==> src/rtl/matrix_wb_sequencer_pkg.sv <==
// ----------------------------------------------------------------------------
// mwb_pkg
// Shared types and default sizes for the matrix write-back sequencer.
//   mwb_state_e : sequencer state (IDLE: accept requests, SEQ: draining rows)
//   mwb_src_e   : source selected for a single-line matrix write
// ----------------------------------------------------------------------------
package mwb_pkg;

    localparam int MWB_ROWS   = 4;
    localparam int MWB_XLEN   = 32;
    localparam int MWB_MIDX_W = 2;

    typedef enum logic [0:0] {
        IDLE = 1'b0,
        SEQ  = 1'b1
    } mwb_state_e;

    typedef enum logic [1:0] {
        SRC_LINE = 2'd0,
        SRC_MEM  = 2'd1,
        SRC_REG  = 2'd2
    } mwb_src_e;

endpackage

==> src/rtl/matrix_wb_sequencer_row_buffer.sv <==
// ----------------------------------------------------------------------------
// mwb_row_buffer
// Holds rows 1..ROWS-1 of a MOPA result while row 0 is written directly.
// Ports:
//   clk, rst   : clock, asynchronous active-low reset (clears the buffer)
//   load       : capture load_rows this cycle
//   load_rows  : rows 1..ROWS-1 of the MOPA result (element i-1 = row i)
//   rd_idx     : row number to read, valid in 1..ROWS-1
//   rd_data    : combinational read of the selected row (0 for rd_idx = 0)
// ----------------------------------------------------------------------------
module mwb_row_buffer
    import mwb_pkg::*;
#(
    parameter int XLEN  = MWB_XLEN,
    parameter int ROWS  = MWB_ROWS,
    localparam int IDX_W = $clog2(ROWS)
) (
    input  logic                           clk,
    input  logic                           rst,
    input  logic                           load,
    input  logic [ROWS-2:0][XLEN-1:0]      load_rows,
    input  logic [IDX_W-1:0]               rd_idx,
    output logic [XLEN-1:0]                rd_data
);

    logic [ROWS-2:0][XLEN-1:0] mem_r;
    logic [XLEN-1:0]           rd_data_s;

    // Capture storage: cleared on reset, loaded when a MOPA is accepted.
    always_ff @(posedge clk or negedge rst) begin
        if (!rst) begin
            mem_r <= '0;
        end else if (load) begin
            mem_r <= load_rows;
        end else begin
            mem_r <= mem_r;
        end
    end

    // Read mux: row i lives at storage slot i-1; row 0 is never stored.
    always_comb begin
        rd_data_s = '0;
        for (int i = 1; i < ROWS; i++) begin
            if (rd_idx == IDX_W'(i)) begin
                rd_data_s = mem_r[i-1];
            end else begin
                rd_data_s = rd_data_s;
            end
        end
    end

    assign rd_data = rd_data_s;

endmodule

==> src/rtl/matrix_wb_sequencer.sv <==
// ----------------------------------------------------------------------------
// matrix_wb_sequencer
// Write-port controller between MEM/WB and the matrix register file (MRF).
// Single-line writes pass through with one cycle of latency; a MOPA result
// (ROWS lines) is serialised one row per cycle while the pipeline is stalled.
// Ports:
//   clk, rst                 : clock, asynchronous active-low reset
//   wb_matrix_write          : single-line write request
//   wb_matrix_write_mopa     : full-matrix (MOPA) write request, wins over line
//   wb_matrix_index          : target matrix register
//   wb_matrix_row            : target row of a single-line write
//   wb_mem2matrix            : line source = wb_mem_data (highest priority)
//   wb_mem_reg2matrix        : line source = wb_regs_data1
//   wb_mem_data, wb_regs_data1, wb_matrix_line_data : line sources
//   wb_matrix_mul_o          : MOPA result rows (element r = row r)
//   mrf_we/sel/row/wdata     : registered MRF write port
//   stall                    : high while rows remain (state SEQ)
//   busy                     : state != IDLE or a write is being presented
// Optional feature (macro MWB_PERF_CNT_EN):
//   perf_stall_cnt           : saturating count of stalled cycles
// ----------------------------------------------------------------------------
module matrix_wb_sequencer
    import mwb_pkg::*;
#(
    parameter int XLEN   = MWB_XLEN,
    parameter int ROWS   = MWB_ROWS,
    parameter int MIDX_W = MWB_MIDX_W,
    localparam int ROW_W = $clog2(ROWS)
) (
    input  logic                      clk,
    input  logic                      rst,
    input  logic                      wb_matrix_write,
    input  logic                      wb_matrix_write_mopa,
    input  logic [MIDX_W-1:0]         wb_matrix_index,
    input  logic [ROW_W-1:0]          wb_matrix_row,
    input  logic                      wb_mem2matrix,
    input  logic                      wb_mem_reg2matrix,
    input  logic [XLEN-1:0]           wb_mem_data,
    input  logic [XLEN-1:0]           wb_regs_data1,
    input  logic [XLEN-1:0]           wb_matrix_line_data,
    input  logic [ROWS-1:0][XLEN-1:0] wb_matrix_mul_o,
    output logic                      mrf_we,
    output logic [MIDX_W-1:0]         mrf_sel,
    output logic [ROW_W-1:0]          mrf_row,
    output logic [XLEN-1:0]           mrf_wdata,
    output logic                      stall,
    output logic                      busy
`ifdef MWB_PERF_CNT_EN
    ,
    output logic [31:0]               perf_stall_cnt
`endif
);

    localparam logic [0:0]       ST_IDLE  = IDLE;
    localparam logic [0:0]       ST_SEQ   = SEQ;
    localparam logic [ROW_W-1:0] LAST_ROW = ROW_W'(ROWS - 1);

    logic [0:0]        state_r, state_s;
    logic [ROW_W-1:0]  cnt_r, cnt_s;
    logic              mrf_we_r, we_s;
    logic [MIDX_W-1:0] mrf_sel_r, sel_s;
    logic [ROW_W-1:0]  mrf_row_r, row_s;
    logic [XLEN-1:0]   mrf_wdata_r, wdata_s;
    logic              load_s;
    logic [XLEN-1:0]   buf_rd_s;
    logic [XLEN-1:0]   line_data_s;
    mwb_src_e          src_s;

    mwb_row_buffer #(
        .XLEN (XLEN),
        .ROWS (ROWS)
    ) u_row_buffer (
        .clk       (clk),
        .rst       (rst),
        .load      (load_s),
        .load_rows (wb_matrix_mul_o[ROWS-1:1]),
        .rd_idx    (cnt_r),
        .rd_data   (buf_rd_s)
    );

    // Line source priority: memory load, then scalar register, then line data.
    always_comb begin
        if (wb_mem2matrix) begin
            src_s = SRC_MEM;
        end else if (wb_mem_reg2matrix) begin
            src_s = SRC_REG;
        end else begin
            src_s = SRC_LINE;
        end
        case (src_s)
            SRC_MEM:  line_data_s = wb_mem_data;
            SRC_REG:  line_data_s = wb_regs_data1;
            SRC_LINE: line_data_s = wb_matrix_line_data;
            default:  line_data_s = wb_matrix_line_data;
        endcase
    end

    // Next-state and next-output decode; sel/row/data hold when nothing is written.
    always_comb begin
        state_s = state_r;
        cnt_s   = cnt_r;
        we_s    = 1'b0;
        sel_s   = mrf_sel_r;
        row_s   = mrf_row_r;
        wdata_s = mrf_wdata_r;
        load_s  = 1'b0;
        case (state_r)
            ST_IDLE: begin
                if (wb_matrix_write_mopa) begin
                    // Row 0 goes straight out; rows 1.. are parked in the buffer.
                    we_s    = 1'b1;
                    sel_s   = wb_matrix_index;
                    row_s   = '0;
                    wdata_s = wb_matrix_mul_o[0];
                    load_s  = 1'b1;
                    cnt_s   = ROW_W'(1);
                    state_s = ST_SEQ;
                end else if (wb_matrix_write) begin
                    we_s    = 1'b1;
                    sel_s   = wb_matrix_index;
                    row_s   = wb_matrix_row;
                    wdata_s = line_data_s;
                end else begin
                    we_s    = 1'b0;
                end
            end
            ST_SEQ: begin
                // Pipeline inputs are ignored here; sel keeps the captured index.
                we_s    = 1'b1;
                row_s   = cnt_r;
                wdata_s = buf_rd_s;
                if (cnt_r == LAST_ROW) begin
                    state_s = ST_IDLE;
                    cnt_s   = '0;
                end else begin
                    cnt_s   = cnt_r + ROW_W'(1);
                end
            end
            default: begin
                state_s = ST_IDLE;
                cnt_s   = '0;
            end
        endcase
    end

    // State, row counter and registered MRF write port.
    always_ff @(posedge clk or negedge rst) begin
        if (!rst) begin
            state_r     <= ST_IDLE;
            cnt_r       <= '0;
            mrf_we_r    <= 1'b0;
            mrf_sel_r   <= '0;
            mrf_row_r   <= '0;
            mrf_wdata_r <= '0;
        end else begin
            state_r     <= state_s;
            cnt_r       <= cnt_s;
            mrf_we_r    <= we_s;
            mrf_sel_r   <= sel_s;
            mrf_row_r   <= row_s;
            mrf_wdata_r <= wdata_s;
        end
    end

    assign mrf_we    = mrf_we_r;
    assign mrf_sel   = mrf_sel_r;
    assign mrf_row   = mrf_row_r;
    assign mrf_wdata = mrf_wdata_r;
    assign stall     = (state_r == ST_SEQ);
    assign busy      = (state_r != ST_IDLE) || mrf_we_r;

`ifdef MWB_PERF_CNT_EN
    logic [31:0] perf_stall_cnt_r;

    // Saturating count of cycles spent stalling the pipeline.
    always_ff @(posedge clk or negedge rst) begin
        if (!rst) begin
            perf_stall_cnt_r <= 32'h0000_0000;
        end else if (stall && (perf_stall_cnt_r != 32'hFFFF_FFFF)) begin
            perf_stall_cnt_r <= perf_stall_cnt_r + 32'h0000_0001;
        end else begin
            perf_stall_cnt_r <= perf_stall_cnt_r;
        end
    end

    assign perf_stall_cnt = perf_stall_cnt_r;
`else
    // Stall counter not built in this configuration.
`endif

endmodule
==> config.mk <==
export PLATFORM = sky130hd
export DESIGN_NAME = matrix_wb_sequencer
export DESIGN_NICKNAME = d
export VERILOG_FILES = /design/src/rtl/matrix_wb_sequencer_pkg.sv /design/src/rtl/matrix_wb_sequencer_row_buffer.sv /design/src/rtl/matrix_wb_sequencer.sv
export SDC_FILE = /design/constraint.sdc
export NUM_CORES = 1
export LEC_CHECK = 0
export BUFFER_PORTS_ARGS = -buffer_cell sky130_fd_sc_hd__buf_2
export CORE_MARGIN = 10
export CORE_UTILIZATION = 50
export DETAILED_ROUTE_END_ITERATION = 12
export PLACE_DENSITY = 0.87
export SLEW_MARGIN = 20
export SYNTH_ARGS = -nofsm -noshare
export SYNTH_HDL_FRONTEND = slang
export SYNTH_SLANG_ARGS = --single-unit
==> constraint.sdc <==
create_clock -name clk -period 2.2 [get_ports clk]
set_input_delay 0.22 -clock clk [delete_from_list [all_inputs] [get_ports clk]]
set_output_delay 0.22 -clock clk [all_outputs]
set_load 0.05 [all_outputs]
==> results of run 1 <==
==> where the power goes <==
group          leakage (uW)  internal (uW)  total, uW  switching [uW]
combinational       0.00277           2600       6130            3530
sequential          0.00160           3800       4600             803
clock              0.000256           1480       2580            1100
==> worst paths after layout <==
kind | start | endpoint | slack [ps] | depth (start not counted)
min in group asynchronous | rst | u_row_buffer.mem_r[59] | 430 | 3
max in group asynchronous | rst | u_row_buffer.mem_r[26] | 1160 | 3
max | stall | busy | 260 | 3
max reg2reg | cnt_r[0] | mrf_wdata[1] | 430 | 6
min | wb_matrix_mul_o[89] | u_row_buffer.mem_r[57] | 30 | 2
min reg2reg | u_row_buffer.mem_r[10] | u_row_buffer.mem_r[10] | 500 | 1
==> logic make-up (layout without fill, tap and decap cells) <==
| group | count (synthesis) | count (layout) | synth area share |
|---|---|---|---|
| and+or+nand+nor | 169 | 169 | 0.138 |
| DFF | 136 | 136 | 0.461 |
| AOI/OAI and AO/OA | 135 | 135 | 0.136 |
| muxes | 132 | 132 | 0.216 |
| buffers and inverters | 64 | 332 | 0.0434 |
| adders and majority gates | 3 | 3 | 0.00509 |
| other | 0 | 2 | 0 |
==> registers in the layout, summed over array words and instances, names as in the netlist <==
name                flops
stall                   1
u_row_buffer.mem_r     96
mrf_wdata              32
mrf_sel                 2
cnt_r                   2
mrf_we                  1
mrf_row                 2
==> critical path, stage by stage (launching register included) <==
cell	delay (ps)
dfrtp_2	530
buf_4	260
or2_2	300
buf_2	210
==> stage by stage <==
stage          setup WS, ps  total power, uW  hold slack (ps)  utilization  std cells
2_1_floorplan           469             8920            -75.6            -        639
3_3_place_gp            508            10400              384        0.616       1058
3_5_place_dp            468            10700              385        0.616       1058
4_1_cts                 262            13300             19.9        0.654       1091
5_1_grt                 218            14000             21.4        0.654       1093
6_report                262            13300             33.0        0.654       1093
==> final cells by class <==
| type | count | area (um2) | share of cell area |
|---|---|---|---|
| clock inverters | 13 | 81.3 | 0.00859 |
| inverters | 4 | 15.0 | 0.00159 |
| clock buffers | 19 | 453 | 0.0478 |
| repair buffers | 296 | 1630 | 0.172 |
| well taps | 184 | 230 | 0.0243 |
| diodes | 2 | 5.00 | 0.000528 |
| flip-flops and latches | 136 | 3400 | 0.359 |
| multi-input cells | 439 | 3660 | 0.386 |
==> layout by cell type, fill, tap and decap left out, drive strengths merged <==
cell         netlist  final
dfrtp            136    136
ha                 3      3
nor2              33     33
and3b             32     32
mux2             132    132
diode              0      2
nand3             31     31
clkbuf            27     19
a21o              34     34
inv                2      2
buf               33    295
nand2b            64     64
a21oi              2      2
a31oi             32     32
o221ai            32     32
nor2b              1      1
clkinvlp           0      5
clkinv             2     10
dlygate4sd3        0      1
nand2              5      5
or2                2      2
o211ai            32     32
o21ai              3      3
or3                1      1
==> repair_timing <==
action,CTS,global route
endpoints found under the hold margin,136,0
hold buffers,1,0
gates resized for setup,0,0
==> per-layer routing <==
metal,vias to the layer above,share of wire,wire length (um),global-route usage
li1,2854,-,-,-
met3,52,0.081,1940,0.0728
met5,-,0,0,0
met1,3179,0.39,9270,0.273
met4,0,0.027,651,0.0866
met2,306,0.51,12200,0.399
==> metrics.md, run 1 <==
| Metric | Value |
|---|---|
| Pins Over Slew Limit | 0 |
| Primary FF master, synth | dfrtp_1 |
| Crit. End Element | primary output |
| RSZ-0062 raised after global routing | no |
| Worst path required time | 1980 ps |
| Yosys cell types | 28 |
| Count leader, synth | dfrtp_1 |
| CTS tree | done |
| Clock sink count | ~140 |
| Maximum clock frequency | 516 MHz |
| Initial Util | 0.509 |
| Die W | approximately 140 um |
| Nets@finish | 1,131 |
| Finish-stage setup viols | 0 |
| Vias in the first global route | between 6,000 and 7,000 |
| Initial antenna violation count | 3 |
| Post-synthesis async set-or-reset flop share | 1.00 |
| Layout area overhead | 28.4% |
| Post-Route WL | around 24 mm |
| Power Density | between 1000 and 1500 nW/um2 |
| Post-synth top area cell | dfrtp_1 |
| Clk Latency, worst-skew pair | 410 ps |
| Gate Count Post-Synth | between 600 and 700 |
| Peak supply drop | roughly 0.66 mV |
| Fin Clk Skew | between 10 and 15 ps |
| Clock period minus worst slack | around 1900 ps |
| ANT nets after route | 0 |
| First-pass GRT wire length | 37.6 mm |
| Mean post-synth cell area | between 10 and 15 um2 |
| EDFF count, synth | 0 |
| CP arrival | about 1700 ps |
| Top cells by area, synth | dfrtp_1 46%, mux2_2 15%, mux2_4 5.9% |
| Num ports | 273 |
| Final period utilization | 0.881 |
| Placed Area | between 8000 and 9000 um2 |
| Post-synth top cells | 136 x dfrtp_1, 101 x mux2_2, 64 x nand2b_1 |
| Layout cells sized above 1 | 0.512 |
| Final hold violation count | 0 |
| DPL Wire Length | between 15 and 20 mm |
| Row cnt | 44 |
| Ys Warns | 0 |
| Design area | about 9500 um2 |
| Post-DR vias/cell | a little under 6 |
| Clk slew on worst S/H paths | 60 ps |
| DRC violations left | 0 |
| RePlAce Congestion | 0.824 |
| Status | finished clean |
| Mapped Area | 7380 um2 |
| Slew @ Worst Pin | between 700 and 800 ps |
| Synth Register Bits | roughly 140 |
| Sequential fraction of the synthesis area | 0.461 |
| Gr ovfl total | 0 |
| Setup TNS | 0 ps |
| Min-Delay Path Class | in2reg |
| Setup Buffers After CTS | 0 |
| Syn_nets | slightly below 900 |
| Gr usage total | 0.235 |
| Headroom to the max-slew limit | 0.489 |
| Max-cap violations | 0 |
| Vias | around 6,400 |
| Longest Clk Path Bufs | 2 |
| Filler cells | 1,159 |
| H-tree levels | 4 |
| Placeable Area | approximately 14,000 um2 |
| Startpoint types | register |
| Drt pass-1 iters | 4 |
| CP Class | reg2out |
| WL per Instance | roughly 22 um |
| TritonCTS buffer count | 17 |
| Top cell type's share of synthesized area | 0.461 |
| Initial DRC Count | 439 |
| Largest net degree at the start of global routing | between 100 and 150 |
| Clock Tree Root | clkbuf_16 |
| Worst-path maximum fanout | 15 |
| I/O Buffers | about 270 |
| Leakage | about 0.0046 uW |
| Die area | about 20,000 um2 |
| Die height | between 100 and 150 um |
No activity file was read; power rests on OpenSTA's default activity.
==> inputs of run 2 (changes only) <==
==> constraint.sdc (replaced) <==
create_clock -name clk -period 2.2 [get_ports clk]
set_input_delay 0.11 -clock clk [delete_from_list [all_inputs] [get_ports clk]]
set_output_delay 0.11 -clock clk [all_outputs]
set_load 0.05 [all_outputs]
==> run 2 against run 1 <==
Against the previous run:
- via count grew 8.3%
- worst setup slack lost 90 ps
- critical path depth is the same
- worst hold slack lost 2.0 ps
- clock skew shrank 2.6 ps
- final cell count grew 8.9%
- combinational power grew 2%
- critical path type unchanged
- critical endpoint unchanged
==> metrics.md, run 2 (synthesized netlist as in run 1, its figures left out) <==
| Metric | Value |
|---|---|
| Setup Buffers After CTS | 0 (unchanged) |
| Clk slew on worst S/H paths | 60 ps (about the same) |
| Commonest non-fill, non-tap cells in the layout | 271 x buf_2, 135 x dfrtp_1, 101 x mux2_2 |
| WL per Instance | 23.0 um (+4.7%) |
| Clk Latency, worst-skew pair | 420 ps (about the same) |
| RePlAce Congestion | 0.835 (+1.3%) |
| R2r setup slk | 320 ps (-110 ps) |
| Initial Util | 0.509 (unchanged) |
| Die height | 141 um (unchanged) |
| Largest register FFs | 96 (unchanged) |
| RSZ-0062 raised after global routing | no |
| Vias | 6,922 (+8.3%) |
| Met3 Track Usage GR | 0.0768 (+0.00401) |
| CTS tree | done |
| Combinational Power Share | 0.451 (-0.009) |
| Cts hold-fix bufs | 99 (+98) |
| Filler cells | 938 (-19%) |
| Commonest non-fill, non-tap cell in the layout | buf_2 |
| Crit-path max cell delay | 660 ps (+130 ps) |
| Multi-input gate area | 3660 um2 (unchanged) |
| Setup TNS | 0 ps (unchanged) |
| Clock Tree Root | clkbuf_16 |
| Peak supply drop | 0.861 mV (+31%) |
| Longest Clk Path Bufs | 2 (unchanged) |
| Clock share of power | 0.215 (+0.021) |
| Status | finished clean |
| Placeable Area | 14,500 um2 (unchanged) |
| Startpoint types | register |
| Power Density | 1320 nW/um2 (-6.2%) |
| ANT nets after route | 0 (unchanged) |
| Leakage | 0.00506 uW (+9.3%) |
| Largest net degree at the start of global routing | 55 (-60%) |
| H-tree levels | 4 (unchanged) |
| Finish-stage setup viols | 0 (unchanged) |
| Final period utilization | 0.922 (+0.0409) |
| Worst-path maximum fanout | 21 (+6) |
| Seq pwr share | 0.334 (-0.012) |
| Nets@finish | 1,227 (+8.5%) |
| Initial antenna violation count | 2 (-1) |
| GRT Max-Usage Layer | met2 |
| Clock period minus worst slack | 2030 ps (+90.1 ps) |
| Fin Clk Skew | 8.08 ps (-2.61 ps) |
| Pins Over Slew Limit | 0 (unchanged) |
| Die area | 20,000 um2 (unchanged) |
| Gr ovfl total | 0 (unchanged) |
| Reg2reg end | mrf_sel[1] |
| Cts repair resizes | 0 (unchanged) |
| Crit. End Element | primary output |
| Worst Path Buf+Inv | 2 (unchanged) |
| TritonCTS buffer count | 17 (unchanged) |
| Worst Reg-to-Reg Cells | 3 (-3) |
| Min-Delay Path Class | in2reg |
| Drt pass-1 iters | 5 (+1) |
| Sw Share | 0.401 (-0.00694) |
| Crit path max-delay family | flip-flops |
| Hold Startpoint | wb_matrix_row[0] |
| CP Class | reg2out |
| DPL Wire Length | 17.1 mm (-1.7%) |
| Largest Register | u_row_buffer.mem_r |
| Hold Crit Depth | 4 (+2) |
| Headroom to the max-slew limit | 0.647 (+0.158) |
| FF+latch area | 3400 um2 (unchanged) |
| Routing usage on met2 | 0.475 (+0.0762) |
| Layout cells sized above 1 | 0.460 (-0.0520) |
| Total power | 13,900 uW (+4.3%) |
| CP Cell Sequence | buf_4, or2_2, buf_2 |
| First-pass GRT wire length | 42.3 mm (+13%) |
| Hold EP | mrf_row[0] |
| Maximum clock frequency | 493 MHz (-4.4%) |
| Post-Route WL | 27.4 mm (+14%) |
| Die W | 141 um (unchanged) |
| Num ports | 273 (unchanged) |
| Grt met1 use | 0.289 (+0.0159) |
| Layout area overhead | 42.8% |
| Critical-path top delay cell | dfrtp_2 |
| Worst R2R Start | stall |
| Psw | 5570 uW (+2.5%) |
| Worst path required time | 2090 ps (+110 ps) |
| Max-cap violations | 0 (unchanged) |
| Row cnt | 44 (unchanged) |
| P_int | 8320 uW (+5.5%) |
| Final hold violation count | 0 (unchanged) |
| Vias in the first global route | 7,662 (+11%) |
| Clock sink count | 136 (unchanged) |
| Slew @ Worst Pin | 530 ps (-236 ps) |
| DRC violations left | 0 (unchanged) |
| Initial DRC Count | 488 (+11%) |
| Gr usage total | 0.267 (+0.0318) |
| CP arrival | 1920 ps (+200 ps) |
| I/O Buffers | 272 (unchanged) |
| Post-DR vias/cell | 5.82 (-0.52%) |
run 2: final cells by class:
type | instances | share of cell area
clock inverters | 13 | 0.0162
well taps | 184 | 0.0219
multi-input cells | 439 | 0.347
inverters | 4 | 0.00143
clock buffers | 19 | 0.0421
diodes | 3 | 0.000713
repair buffers | 392 | 0.247
flip-flops and latches | 136 | 0.323
run 2: worst reg2reg max path: stages, from the launching register on:
cell      delay, ps
dfrtp_2         660
clkinv_1        530
nand2_1         230
mux2_2          350
run 2: power groups by stage:
| stage | registers, uW | clock network, uW | logic, uW |
|---|---|---|---|
| final | 4640 | 2980 | 6270 |
| after detailed placement | 4590 | 0 | 6040 |
| after global routing | 4750 | 3130 | 6680 |
| after CTS | 4580 | 3000 | 6230 |
| after global placement | 4540 | 0 | 5870 |
| after floorplan | 5550 | 0 | 3370 |
run 2: worst max path at each step:
stage | from | endpoint | slack, ps | cells after the start
final | stall | busy | 170 | 3
after global routing | stall | busy | 80 | 3
after CTS | stall | busy | 190 | 3
after detailed placement | stall | mrf_sel[0] | 310 | 3
after global placement | stall | mrf_sel[0] | 360 | 3
after floorplan | stall | mrf_sel[0] | 530 | 4
run 2: layer usage:
layer,vias to the layer above,part of all wire
li1,3055,-
met1,3417,0.37
met2,376,0.52
met3,74,0.076
met4,0,0.031
met5,-,0
run 2: per-stage QoR:
step	setup slack (ps)	std cells	area [um2]	util	hold slack [ps]
2_1_floorplan	526	639	7380	-	-186
3_3_place_gp	357	1056	8920	0.616	102
3_5_place_dp	310	1056	8920	0.616	106
4_1_cts	185	1187	10500	0.727	12.6
5_1_grt	83.7	1189	10500	0.727	27.0
6_report	171	1190	10500	0.727	30.9
